--- src/rtl/fifo_pkg.sv ---
// Shared definitions for the dual-clock FIFO pointer blocks: default geometry
// and Gray/binary conversion helpers sized for the widest legal pointer.
package fifo_pkg;

    localparam int ADDRSIZE_DEFAULT = 4;
    // Widest pointer: ADDRSIZE up to 12 plus the wrap bit.
    localparam int PTR_MAX = 13;

    function automatic logic [PTR_MAX-1:0] bin2gray(input logic [PTR_MAX-1:0] b);
        return (b >> 1) ^ b;
    endfunction

    function automatic logic [PTR_MAX-1:0] gray2bin(input logic [PTR_MAX-1:0] g);
        logic [PTR_MAX-1:0] b;
        for (int i = 0; i < PTR_MAX; i++) begin
            b[i] = ^(g >> i);
        end
        return b;
    endfunction

endpackage

--- src/rtl/gray2bin_conv.sv ---
// Combinational Gray-to-binary converter; shared by the write and read
// side status blocks to decode the synchronised opposite pointer.
module gray2bin_conv
    import fifo_pkg::*;
#(
    parameter int WIDTH = ADDRSIZE_DEFAULT + 1
) (
    input  logic [WIDTH-1:0] gray,
    output logic [WIDTH-1:0] bin
);

    assign bin = WIDTH'(gray2bin(PTR_MAX'(gray)));

endmodule

--- src/rtl/wptr_full_level.sv ---
// Write-domain pointer/status block: Gray write pointer, binary address,
// registered fill level, almost-full, full and sticky overflow flags.
module wptr_full_level
    import fifo_pkg::*;
#(
    parameter int ADDRSIZE = ADDRSIZE_DEFAULT
) (
    input  logic                wclk,
    input  logic                wrst_n,
    input  logic                winc,
    input  logic [ADDRSIZE:0]   wq2_rptr,
    input  logic [ADDRSIZE:0]   wafull_thresh,
    input  logic                wovf_clr,
    output logic [ADDRSIZE-1:0] waddr,
    output logic [ADDRSIZE:0]   wptr,
    output logic                wfull,
    output logic                wafull,
    output logic [ADDRSIZE:0]   wlevel,
    output logic                wovf
);

    localparam int PW = ADDRSIZE + 1;
    localparam logic [PW-1:0] DEPTH = {1'b1, {ADDRSIZE{1'b0}}};

    logic [PW-1:0] wbin;
    logic [PW-1:0] wbinnext;
    logic [PW-1:0] wgraynext;
    logic [PW-1:0] rbin;
    logic [PW-1:0] levnext;
    logic [PW-1:0] thresh_eff;
    logic [PW-1:0] full_ptr;
    logic          accept;
    logic          full_next;
    logic          afull_next;
    logic          ovf_next;

    gray2bin_conv #(.WIDTH(PW)) u_rptr_conv (
        .gray (wq2_rptr),
        .bin  (rbin)
    );

    // winc is a request with no back-pressure: on an edge with winc=1 the
    // write is accepted if wfull=0, otherwise it is dropped and wovf latches.
    always_comb begin
        accept     = winc & ~wfull;
        wbinnext   = wbin + {{ADDRSIZE{1'b0}}, accept};
        wgraynext  = PW'(bin2gray(PTR_MAX'(wbinnext)));
        levnext    = wbinnext - rbin;
        // Full when the write pointer is exactly one lap ahead of the read pointer.
        full_ptr   = {~wq2_rptr[ADDRSIZE:ADDRSIZE-1], wq2_rptr[ADDRSIZE-2:0]};
        full_next  = (wgraynext == full_ptr);
        thresh_eff = (wafull_thresh > DEPTH) ? DEPTH : wafull_thresh;
        afull_next = (wafull_thresh != '0) && (levnext >= thresh_eff);
        ovf_next   = (winc & wfull) | (wovf & ~wovf_clr);
    end

    assign waddr = wbin[ADDRSIZE-1:0];

    always_ff @(posedge wclk or negedge wrst_n) begin
        if (!wrst_n) begin
            wbin   <= '0;
            wptr   <= '0;
            wfull  <= 1'b0;
            wafull <= 1'b0;
            wlevel <= '0;
            wovf   <= 1'b0;
        end else begin
            wbin   <= wbinnext;
            wptr   <= wgraynext;
            wfull  <= full_next;
            wafull <= afull_next;
            wlevel <= levnext;
            wovf   <= ovf_next;
        end
    end

endmodule

--- config.mk ---
export PLATFORM = sky130hd
export DESIGN_NAME = wptr_full_level
export DESIGN_NICKNAME = d
export VERILOG_FILES = /design/src/rtl/fifo_pkg.sv /design/src/rtl/gray2bin_conv.sv /design/src/rtl/wptr_full_level.sv
export SDC_FILE = /design/constraint.sdc
export NUM_CORES = 1
export LEC_CHECK = 0
export ABC_AREA = 1
export CAP_MARGIN = 5
export CORE_MARGIN = 2
export CORE_UTILIZATION = 47
export CTS_CLUSTER_SIZE = 25
export DETAILED_ROUTE_END_ITERATION = 12
export PLACE_DENSITY = 0.88
export SLEW_MARGIN = 20
export SYNTH_ARGS = -nofsm -noshare
export SYNTH_HDL_FRONTEND = slang
export SYNTH_SLANG_ARGS = --single-unit
--- constraint.sdc ---
create_clock -name wclk -period 5.9 [get_ports wclk]
set_input_delay 1.18 -clock wclk [delete_from_list [all_inputs] [get_ports wclk]]
set_output_delay 1.18 -clock wclk [all_outputs]
set_load 0.02 [all_outputs]
==> results of run 1 <==
[layout by cell type, fill, tap and decap left out, drive strengths merged]
cell,instances
nand2,71
clkdlybuf4s50,30
nand3,28
inv,25
dfrtp,17
ha,10
nor2,5
nand4,5
a21oi,4
clkbuf,4
o21ai,3
xor2,2
nor4,1
o21a,1
o221ai,1
[worst max-delay path, stage by stage]
cell and delay, ns:
clkdlybuf4s50_1 0.54, inv_1 0.10, nand2_1 0.11, nand2_2 0.10, nand2_1 0.09, nand2_1 0.11
xor2_1 0.16, ha_1 0.18, inv_1 0.06, ha_1 0.18, inv_1 0.05, nand2_1 0.07
nand3_1 0.10, nand2_1 0.06, nand2_1 0.05, nand2_1 0.06, ha_1 0.34, a21oi_1 0.16
o221ai_1 0.12, nor2_1 0.10, a21oi_1 0.04
[cells in the mapped netlist]
library cell	n
nand3_2	2
nand2_4	3
nand3_1	25
o21a_1	1
nand2_1	62
a21oi_1	4
o21ai_0	2
o21ai_4	1
ha_1	10
nor4_1	1
xor2_1	2
nor2_1	5
inv_1	23
nand3_4	1
inv_2	2
o221ai_1	1
nand2_2	6
dfrtp_1	17
nand4_1	5
[flip-flops by register name (all words and copies together), names as in the netlist]
name    cells
wbin        5
wlevel      5
wptr        4
wafull      1
wfull       1
wovf        1
[power breakdown]
group	internal, mW	switching, mW
clock	0.0263	0.0368
combinational	0.256	0.365
sequential	0.174	0.0410
[cell type report]
cell class | count | area share (%)
multi-input cells | 131 | 45.2
clock buffers | 4 | 1.63
flip-flops and latches | 17 | 26.4
repair buffers | 30 | 18.6
well taps | 30 | 2.33
inverters | 25 | 5.82
[stage by stage]
step	power, mW	setup WS [ns]
6_report	0.900	2.11
5_1_grt	0.993	1.75
4_1_cts	0.902	2.09
3_5_place_dp	0.835	1.79
3_3_place_gp	0.819	1.86
2_1_floorplan	0.631	2.66
[worst max-delay path by stage]
stage,from,end,slack [ns],cells after the start
6_report,wq2_rptr[4],wafull$_DFF_PN0_,2.11,21
5_1_grt,wq2_rptr[4],wafull$_DFF_PN0_,1.75,21
4_1_cts,wq2_rptr[4],wafull$_DFF_PN0_,2.09,21
3_5_place_dp,wq2_rptr[3],wafull$_DFF_PN0_,1.79,21
3_3_place_gp,wq2_rptr[3],wafull$_DFF_PN0_,1.86,20
2_1_floorplan,wq2_rptr[3],wafull$_DFF_PN0_,2.66,20
[routing by layer]
| metal | global-route usage (%) | vias up | wire length (um) |
|---|---|---|---|
| met4 | 6.27 | 0 | 46 |
| li1 | - | 631 | - |
| met5 | 0 | - | 0 |
| met2 | 31.5 | 40 | 1300 |
| met1 | 28.4 | 555 | 1350 |
| met3 | 2.11 | 4 | 129 |
[logic make-up (layout without fill, tap and decap cells)]
group	count (synthesis)	count (layout)	synth area share [%]
adder cells (fa/ha/maj)	10	10	10.0
AO/OA/AOI/OAI	9	9	5.02
AND/OR/NAND/NOR	110	110	41.9
XOR/XNOR	2	2	1.40
flip-flops	17	17	34.1
buffers and inverters	25	59	7.52
==> flow_summary_export.csv, run 1 <==
group,metric,value,unit
pwr,p_leak,0.843,nW
sta,rsz0062_at_grt,"false",
drt,via_count,1230,
critical_path,end_kind,"flip-flop",
sta,fin_setup_tns,0,ns
critical_path,regToRegStartpoint,"wbin[0]$_DFF_PN0_",
finish,multi_input_area,728,um2
global_routing,grt_pass1_wl,4.96,mm
floorplan,ios,31,
clock_network,cts.root.buffer_cell,"clkbuf_4",
finish,register_area,425,um2
critical_path,worstRegToRegCells,18,
drt,antenna_left,0,
pwr,peakVddDrop,0.372,mV
critical_path,reg2reg_to,"wafull$_DFF_PN0_",
synthesis,synthTopCellsByArea,"dfrtp_1, nand2_1, ha_1",
min_path,min_path_type,"flip-flop to flip-flop",
synthesis,ys_seq_elements,17,
sta,hold_ws,0.527,ns
clock_network,htreeDepth,1,
clock_network,cts.clk_slew.worst_paths,0.10,ns
placement,dpl.cell_count,233,
finish,fillers,229,
synthesis,yosysTopAreaCell,"dfrtp_1",
finish,area_growth,29.2,%
synthesis,netlist.area_leader.share,34.1,%
synthesis,syn_inst,173,
min_path,hold_path_startpoint,"wovf$_DFF_PN0_",
finish,fin_cells,237,
floorplan,die_y,55.5,um
finish,drive_gt1_share,8.70,%
synthesis,synth_area_per_cell,7.21,um2
critical_path,crit_fanout,5,
clock_network,cts_resized,0,
global_routing,grt_max_degree,18,
synthesis,yosys_warnings,0,
clock_network,cts_tree,"yes",
floorplan,rows,18,
clock_network,cts.sinks,17,
global_routing,grt_pass1_vias,1127,
floorplan,die_x,55.5,um
pwr,p_per_area,558,nW/um2
sta,fin_crit,3.79,ns
global_routing,grt-ovfl-total,0,
critical_path,path_class,"input port to flip-flop",
drt,wire_per_inst,11.9,um
floorplan,die-area,3080,um2
sta,slew_viol_final,0,
sta,finalHoldViolations,0,
floorplan,core,2500,um2
clock_network,cts_hold_buf,0,
synthesis,syn_area,1250,um2
synthesis,ys_seq_area_share,34.1,%
min_path,min_to,"wovf$_DFF_PN0_",
critical_path,regToRegSetupSlack,3.17,ns
global_routing,antenna_found_initial,0,
sta,setup_violations,0,
floorplan,initial_core_util,49.9,%
sta,slew_headroom,46.6,%
drt,drtIter0Drc,45,
critical_path,critPathLaunchType,"input port",
clock_network,cts_buffer_depth,2,
sta,timing.fmax,264,MHz
sta,fin_skew,0.00556,ns
sta,finalCritPeriodShare,64.2,%
critical_path,crit_required,6.07,ns
job,maxCapViolCount,0,
placement,place.gp.congestion,0.867,
sta,worst_slew_pin_slew,0.798,ns
drt,vias_per_cell,5.19,
status,status,"finished clean",
finish,antenna_cells,0,
placement,place_area,1590,um2
placement,port_buffers,30,
clock_network,clock_latency,0.29,ns
drt,wl,2.82,mm
critical_path,arrival,3.96,ns
clock_network,post_cts_buffers,0,
clock_network,numCtsBuffers,3,
finish,final_nets,232,
drt,drc,0,
min_path,worstHoldPathCells,2,
drt,drt-pass1-iter-count,4,
global_routing,track_usage,19.9,%
placement,dp.final_hpwl,2.29,mm
synthesis,synth_nets,197,
finish,final_area,1610,um2
finish,fin_util,64.5,%
synthesis,synth.distinct_cells,19,
No activity file was read; power rests on OpenSTA's default activity.
==> run 2: changes to the inputs <==
--- a/config.mk
+++ b/config.mk
@@ -8,10 +8,10 @@
 export ABC_AREA = 1
 export CAP_MARGIN = 5
 export CORE_MARGIN = 2
-export CORE_UTILIZATION = 47
+export CORE_UTILIZATION = 44
 export CTS_CLUSTER_SIZE = 25
 export DETAILED_ROUTE_END_ITERATION = 12
-export PLACE_DENSITY = 0.88
+export PLACE_DENSITY = 0.86
 export SLEW_MARGIN = 20
 export SYNTH_ARGS = -nofsm -noshare
 export SYNTH_HDL_FRONTEND = slang
==> constraint.sdc (replaced) <==
create_clock -name wclk -period 3.45 [get_ports wclk]
set_input_delay 0.69 -clock wclk [delete_from_list [all_inputs] [get_ports wclk]]
set_output_delay 0.69 -clock wclk [all_outputs]
set_load 0.02 [all_outputs]
==> run 2 against run 1 <==
Effect of this change: routed wire length decreased by 3.3%; design area is 3.0% higher; count of clock-buffer cells in the layout decreased by 1; register-to-register slack worse by 2.3 ns; via count up 1.2%; largest cell class unchanged; highest routed layer unchanged.
==> flow_summary_export.csv, run 2 (synthesis gave the netlist of run 1 again) <==
group,metric,value,unit
status,status,"finished clean",
floorplan,die_y,57.2,um
critical_path,critPathSlowestCell,"clkdlybuf4s50_1",
sta,slew_viol_final,0,
sta,finalHoldViolations,0,
critical_path,crit_required,3.63,ns
pwr,p_leak,0.866,nW
placement,dpl.cell_count,238,
floorplan,initial_core_util,45.6,%
critical_path,arrival,3.28,ns
finish,fin_cells,242,
drt,drc,0,
floorplan,core,2730,um2
global_routing,antenna_found_initial,0,
sta,fin_skew,0.00490,ns
global_routing,met1_usage,26.8,%
sta,timing.fmax,322,MHz
sta,worst_slew_pin_slew,0.771,ns
drt,vias_per_cell,5.14,
critical_path,end_kind,"flip-flop",
clock_network,cts_buffer_depth,2,
clock_network,cts_hold_buf,0,
floorplan,ios,31,
sta,slew_headroom,48.5,%
finish,fin_util,60.7,%
floorplan,rows,19,
finish,antenna_cells,0,
clock_network,numCtsBuffers,3,
clock_network,cts.clk_slew.worst_paths,0.11,ns
global_routing,grt-ovfl-total,0,
critical_path,path_class,"input port to flip-flop",
finish,final_area,1660,um2
clock_network,htreeDepth,1,
critical_path,worstSetupEndpoint,"wafull$_DFF_PN0_",
critical_path,worstRegToRegCells,18,
critical_path,regToRegSetupSlack,0.84,ns
job,maxCapViolCount,0,
clock_network,cts_tree,"yes",
drt,wire_per_inst,11.3,um
sta,setup_slack,0.347,ns
placement,place_area,1620,um2
sta,setup_violations,0,
sta,finalCritPeriodShare,89.9,%
floorplan,die_x,57.2,um
critical_path,crit_start,"wq2_rptr[2]",
pwr,peakVddDrop,0.599,mV
drt,via_count,1245,
finish,drive_gt1_share,11.8,%
clock_network,post_cts_buffers,0,
critical_path,critPathLaunchType,"input port",
critical_path,crit_path_frequent_cell,"nand2_1",
floorplan,die-area,3280,um2
finish,final_nets,236,
critical_path,regToRegStartpoint,"wbin[0]$_DFF_PN0_",
global_routing,grt_pass1_wl,4.95,mm
placement,place_ws,-0.0331,ns
critical_path,crit_fanout,5,
min_path,min_path_type,"flip-flop to flip-flop",
global_routing,grt_use_met2,30.7,%
critical_path,reg2reg_to,"wafull$_DFF_PN0_",
clock_network,cts.root.buffer_cell,"clkbuf_4",
drt,antenna_left,0,
global_routing,busiest_layer,"met2",
placement,place.gp.congestion,0.834,
critical_path,crit_chain,"clkdlybuf4s50_1, inv_2, nand2_1, nand2_1, nand2_1, nand2_1, xor2_1, ha_1, inv_1, ha_1, inv_1, nand2_1, xor2_1, ha_1, a21oi_1, o221ai_1, nor2_1, a21oi_1",
clock_network,cts_resized,0,
placement,dp.final_hpwl,2.23,mm
global_routing,met3_usage,2.49,%
pwr,p_per_area,955,nW/um2
global_routing,track_usage,19.2,%
sta,fin_crit,3.10,ns
drt,wl,2.73,mm
global_routing,grt_max_degree,18,
finish,layout_commonest_cell,"nand2_1",
finish,final_cell_mix,"nand2_1, clkdlybuf4s50_1, nand3_1, inv_1, dfrtp_1",
pwr,finalPower,1.59,mW
clock_network,cts.sinks,17,
critical_path,critPathMaxStageDelay,0.56,ns
drt,drtIter0Drc,24,
global_routing,grt_pass1_vias,1137,
finish,reg_top3,"wbin: 5 flops, wlevel: 5 flops, wptr: 4 flops",
drt,drt-pass1-iter-count,4,
placement,port_buffers,30,
sta,rsz0062_at_grt,"false",
clock_network,clock_latency,0.29,ns
finish,area_growth,33.1,%
==> run 2: worst min-delay path by stage <==
stage | start | end | slack, ns | cells past startpoint
6_report | wovf$_DFF_PN0_ | wovf$_DFF_PN0_ | 0.55 | 2
5_1_grt | wovf$_DFF_PN0_ | wovf$_DFF_PN0_ | 0.62 | 2
4_1_cts | wovf$_DFF_PN0_ | wovf$_DFF_PN0_ | 0.56 | 2
3_5_place_dp | wovf$_DFF_PN0_ | wovf$_DFF_PN0_ | 0.54 | 2
3_3_place_gp | wovf$_DFF_PN0_ | wovf$_DFF_PN0_ | 0.52 | 2
2_1_floorplan | wrst_n | wafull$_DFF_PN0_ | 0.39 | 0
==> run 2: metrics by stage <==
step | setup TNS [ns] | hold slack [ns]
after detailed placement | -0.0331 | 0.543
after global routing | 0 | 0.620
final | 0 | 0.545
after CTS | 0 | 0.560
after floorplan | 0 | 0.394
after global placement | 0 | 0.517
==> run 2: power breakdown <==
part           switching, mW  leakage [nW]  internal (mW)  total (mW)
clock                 0.0663        0.0177         0.0431       0.109
combinational          0.634         0.640          0.472        1.11
sequential            0.0725         0.207          0.298       0.370
==> run 2: layout make-up <==
class	count	area [um2]
Sequential cell	17	425
Timing Repair Buffer	34	330
Inverter	25	93.8
Tap cell	31	38.8
Clock buffer	3	22.5
Clock inverter	1	5.00
Fill cell	245	1070
Multi-Input combinational cell	131	744
==> run 2: layer usage <==
layer	wire length, um	up-vias
met5	0	-
met4	45	0
met3	105	5
met2	1280	36
met1	1300	567
li1	-	637
==> run 2: worst max-delay path: cells and delay by family <==
family	cells	cell delay [ns]
buffers and inverters	4	0.77
adder cells (fa/ha/maj)	3	0.61
AND/OR/NAND/NOR	6	0.50
XOR/XNOR	2	0.37
AO/OA/AOI/OAI	3	0.34
